## src/rtl/sgdmac_read.sv

```systemverilog
// sgdmac_read: scatter-gather DMA read engine. Issues AXI3 INCR bursts of at most 16 beats and pushes R data into the shared FIFO.
// Define SGDMAC_READ_RESP_CHK_EN to enable sticky R-channel checking (rresp/rid/rlast) on err_o.
module sgdmac_read #(
  parameter logic [3:0] ARID = 4'd0
) (
  input  logic        clk,
  input  logic        rst_n,
  output logic [3:0]  arid_o,
  output logic [31:0] araddr_o,
  output logic [3:0]  arlen_o,
  output logic [2:0]  arsize_o,
  output logic [1:0]  arburst_o,
  output logic        arvalid_o,
  input  logic        arready_i,
  input  logic [3:0]  rid_i,
  input  logic [31:0] rdata_i,
  input  logic [1:0]  rresp_i,
  input  logic        rlast_i,
  input  logic        rvalid_i,
  output logic        rready_o,
  input  logic        start_i,
  input  logic [47:0] cmd_i,
  output logic        done_o,
  output logic        err_o,
  input  logic        fifo_full_i,
  output logic        fifo_wren_o,
  output logic [31:0] fifo_wdata_o
);

  typedef enum logic [1:0] {S_IDLE, S_RREQ, S_RDATA} state_e;

  state_e      state_q, state_d;
  logic [31:0] addr_q, addr_d;
  logic [13:0] words_q, words_d;
  logic [3:0]  beats_q, beats_d;
  logic [3:0]  arlen;
  logic        r_hs;
  logic        unused_len_lsbs;

  assign arlen = (words_q >= 14'd16) ? 4'hF : (words_q[3:0] - 4'd1);
  assign r_hs  = (state_q == S_RDATA) && rvalid_i && !fifo_full_i;

  assign unused_len_lsbs = ^cmd_i[1:0];

  always_ff @(posedge clk) begin
    if (!rst_n) begin
      state_q <= S_IDLE;
      addr_q  <= 32'd0;
      words_q <= 14'd0;
      beats_q <= 4'd0;
    end else begin
      state_q <= state_d;
      addr_q  <= addr_d;
      words_q <= words_d;
      beats_q <= beats_d;
    end
  end

  // The beat counter, not rlast_i, decides when a burst is over.
  always_comb begin
    state_d = state_q;
    addr_d  = addr_q;
    words_d = words_q;
    beats_d = beats_q;
    case (state_q)
      S_IDLE: begin
        if (start_i) begin
          addr_d  = cmd_i[47:16];
          words_d = cmd_i[15:2];
          if (cmd_i[15:2] != 14'd0) state_d = S_RREQ;
        end
      end
      S_RREQ: begin
        if (arready_i) begin
          beats_d = arlen;
          addr_d  = addr_q + 32'd64;
          words_d = (words_q >= 14'd16) ? (words_q - 14'd16) : 14'd0;
          state_d = S_RDATA;
        end
      end
      S_RDATA: begin
        if (r_hs) begin
          beats_d = beats_q - 4'd1;
          if (beats_q == 4'd0) state_d = (words_q != 14'd0) ? S_RREQ : S_IDLE;
        end
      end
      default: state_d = S_IDLE;
    endcase
  end

  always_comb begin
    done_o    = 1'b0;
    arvalid_o = 1'b0;
    rready_o  = 1'b0;
    case (state_q)
      S_IDLE:  done_o    = 1'b1;
      S_RREQ:  arvalid_o = 1'b1;
      S_RDATA: rready_o  = !fifo_full_i;
      default: ;
    endcase
  end

  assign arid_o       = ARID;
  assign araddr_o     = addr_q;
  assign arlen_o      = arlen;
  assign arsize_o     = 3'b010;
  assign arburst_o    = 2'b01;
  assign fifo_wren_o  = rvalid_i & rready_o;
  assign fifo_wdata_o = rdata_i;

`ifdef SGDMAC_READ_RESP_CHK_EN
  logic err_q, err_d;

  always_comb begin
    err_d = err_q;
    if (r_hs && ((rresp_i != 2'b00) || (rid_i != ARID) || (rlast_i != (beats_q == 4'd0))))
      err_d = 1'b1;
  end

  always_ff @(posedge clk) begin
    if (!rst_n) err_q <= 1'b0;
    else        err_q <= err_d;
  end

  assign err_o = err_q;
`else
  logic unused_rchk;

  assign unused_rchk = ^{rid_i, rresp_i, rlast_i};
  assign err_o       = 1'b0;
`endif

endmodule

```

## config.mk

```make
export PLATFORM = sky130hd
export DESIGN_NAME = sgdmac_read
export DESIGN_NICKNAME = d
export VERILOG_FILES = /design/src/rtl/sgdmac_read.sv
export SDC_FILE = /design/constraint.sdc
export NUM_CORES = 1
export LEC_CHECK = 0
export CAP_MARGIN = 20
export CORE_UTILIZATION = 40
export CTS_CLUSTER_DIAMETER = 120
export CTS_CLUSTER_SIZE = 25
export DETAILED_ROUTE_END_ITERATION = 8
export GPL_ROUTABILITY_DRIVEN = 1
export HOLD_SLACK_MARGIN = 0.03
export PLACE_DENSITY = 0.83
export SLEW_MARGIN = 25
export SYNTH_ARGS = -nofsm -noshare
export SYNTH_HDL_FRONTEND = slang
export SYNTH_SLANG_ARGS = --single-unit
```

## constraint.sdc

```tcl
create_clock -name clk -period 2.4 [get_ports clk]
set_input_delay 0.48 -clock clk [delete_from_list [all_inputs] [get_ports clk]]
set_output_delay 0.48 -clock clk [all_outputs]
set_load 0.02 [all_outputs]
```

==> metrics list <==
* Cts hold-fix bufs: 0
- The floorplan has 33 rows.
* Final estimated routing congestion in global placement: 0.871
- Final instance area: 4310 µm²
- The initial antenna violation count was 0.
- Dividing the detail-routed wire length by the instance count gives 15.6 µm.
- Highest achievable clock rate: 0.431 GHz
- Headroom to the max-slew limit came out at 0.610.
* Prevailing post-synth register cell: dfxtp_1
- Worst setup EP type: output port
- The worst setup path is of the input pin to output port kind.
- HPWL after detailed placement: 6.93 mm
- Tightest Hold Check Type: flop to flop
- Vias per Instance: 5.77
- Of all nets on the critical path, the largest fanout is 3.
- Entering global routing, the biggest net connects 34 pins.
- Final total power: 2.88 mW
- The final route contains 3541 vias.
* Most common library cell in the layout ignoring fill and taps: clkdlybuf4s50_1
- CTS max path bufs: 2
- STA classifies the critical path startpoint as an input pin.
- Of the available clock period, the critical path in the final layout requires 0.967.
- The area growth from synthesis to layout is 27.3%.
- The later pin in the worst-skew pair is clocked with a latency of 310 ps.
* Setup Slack @ Placement: 37.1 ps
* Netlist cell types: 60
- The largest individual stage delay along the critical path comes from the cell clkdlybuf4s50_1.
- Number of optimization iterations in the first detailed-route pass: 6
- Once detail routing completed, the nets flagged for antenna violations numbered 0.
- Setup_tns: 0 ps
- Ranking of synthesized cells by area: dfxtp_1, buf_4, nand2_1
- IO Pins: 175
- Root Driver: clkbuf_8
- Total grt overflow: 0
* Synth top area share: 0.308
- Setup violations remaining at the end of the flow were counted as 0.
- Footprint of the flip-flops and latches: 1040 µm²
- Die width: 94.0 µm
- The via count of the first global-routing pass was 3307.
* Count of fill cells added during filler insertion: 777
* Area of combinational cells with multiple inputs: 1880 µm²
* Final count of pins violating max slew: 0
- After clock tree synthesis, the repair step resized 7 gates.
- Die extent in y: 94.0 µm
* Yosys reg bits: 52
- Data arrival at the endpoint of the critical path: 1840 ps
- For this run, the number of Yosys warnings is 0.
- After detailed placement, the total cell area comes to 4230 µm².
- TritonCTS Sinks: 52
- The net count of the finished layout is 608.
- The run finished with clean final reports.
* Clock transition at the registers of the reported paths: 100 ps
* Global-route wire length before repair: 15.4 mm
* Total Die Area: 8830 µm²
- In this run the static leakage power is 1.58 nW.
- Depth of the most critical reg-to-reg path: 6
- Total CTS buffers: 5
* Initial DRC Count: 240
- Core area: 8220 µm²
* Total GRT Usage: 0.217
* Yosys top cell by area: dfxtp_1
- CP max stage delay: 600 ps
* Maximum resistive drop on vdd: 277 µV
* Proportion of synthesized flip-flops having asynchronous set or reset: 0
- Post-CTS setup repair buffer count: 0
* Critical-path cell list: clkdlybuf4s50_1 -> and4bb_2 -> clkdlybuf4s50_1
- Power spread over the standard cell area amounts to 670 nW/µm².
- Port buffering added 91 buffers.
* Synthesized area per cell: 7.58 µm²
- For the final database, setup skew stands at 8.75 ps.
- Synthesized netlist cell count: 446
* Min Tclk post-route: 2320 ps
* Non-filler instance count after layout: 614
* Sequential fraction of the synthesis area: 0.308
* Summed instance area of the synthesized netlist: 3380 µm²
- Final number of hold-violating endpoints: 0
* Minimum setup slack in the final design: 78.5 ps
- After detailed routing, the number of remaining DRC violations is 0.
* Leading cell types in the layout, fill and taps excluded: clkdlybuf4s50_1, dfxtp_1, nand2_1
- Core occupancy in the finished layout: 0.524
- Worst hold path cell count: 2
* Worst-case register-to-register setup slack: 270 ps
- CTS tree: done
- CTS H-Tree Depth: 2
- For this configuration, the core starts out at a cell density of 0.412.
- Diode count: 0
- For the pin with the worst max-slew slack, the measured transition is 580 ps.
* Library cell appearing most often on the critical path: clkdlybuf4s50_1
- Across the run, the number of max-cap violations was 0.
- Setup repair after global routing left no endpoint under its margin.
- Number of enable-type register cells in the synthesized netlist: 0
- For this block, the routed nets add up to 9.59 mm of wire.
- Including well taps, the total number of placed cells is 607.
- Fraction of layout instances using a drive strength above 1: 0.110
- On the final layout, the worst hold slack is 457 ps.
- Data required time of the critical path: 1920 ps
[where the power goes]
part           switching, mW  total (mW)  leakage (nW)  internal, mW
registers              0.149        1.14         0.429         0.990
logic                  0.681        1.24          1.11         0.562
clock network          0.302       0.501        0.0400         0.199
[synthesized netlist by cell type, drive strengths merged (4+ instances only)]
library cell  instances
a211oi                9
a32oi                 4
a31oi                 9
or2                   5
a21oi                38
buf                  51
dfxtp                52
nor4                 10
clkbuf               17
nand3                17
mux2i                 6
nor3                 14
nor2                 28
a221oi                6
nand4                 6
nand2                51
ha                    6
inv                  19
o21ai                36
o31ai                 4
o22ai                 4
[critical path: cells and delay by family]
family,cells,cell delay (ps)
buf+inv,2,1040
simple gates,1,320
[metal layers]
metal / wire (µm) / up-vias / global-route usage
met2: 4570 / 146 / 0.358
li1: - / 1686 / -
met5: 0 / - / 0
met4: 206 / 0 / 0.0987
met3: 703 / 28 / 0.0396
met1: 4110 / 1681 / 0.273
[kinds of logic (layout without fill, tap and decap cells)]
group | count (synthesis) | in the layout | share of synthesized area
and+or+nand+nor | 151 | 151 | 0.233
AOI/OAI and AO/OA | 137 | 137 | 0.261
buffers and inverters | 89 | 144 | 0.148
DFF | 52 | 52 | 0.308
adders and majority gates | 6 | 6 | 0.0222
muxes | 6 | 6 | 0.0178
xor gates and xnor gates | 3 | 3 | 0.00777
other | 2 | 10 | 0.00222
[path summary, 6_finish.rpt]
path | from | endpoint
setup / recovery | fifo_full_i | fifo_wren_o
hold / removal | araddr_o[2]$_SDFFE_PN0P_ | araddr_o[2]$_SDFFE_PN0P_
setup reg to reg | araddr_o[7]$_SDFFE_PN0P_ | araddr_o[30]$_SDFFE_PN0P_
hold reg to reg | araddr_o[2]$_SDFFE_PN0P_ | araddr_o[2]$_SDFFE_PN0P_
[layout make-up]
type / count / area share
sequential: 52 / 0.242
timing repair buffer: 116 / 0.253
inverter: 21 / 0.0183
multi-input combinational: 313 / 0.437
clock buffer: 5 / 0.0160
clock inverter: 2 / 0.00291
tap: 105 / 0.0305
[flip-flops by register name, indices dropped and copies added, names as in the netlist]
register  count
beats_q       4
state_q       2
words_q      14
araddr_o     32
Note: power is estimated with default switching activity, not from simulation.
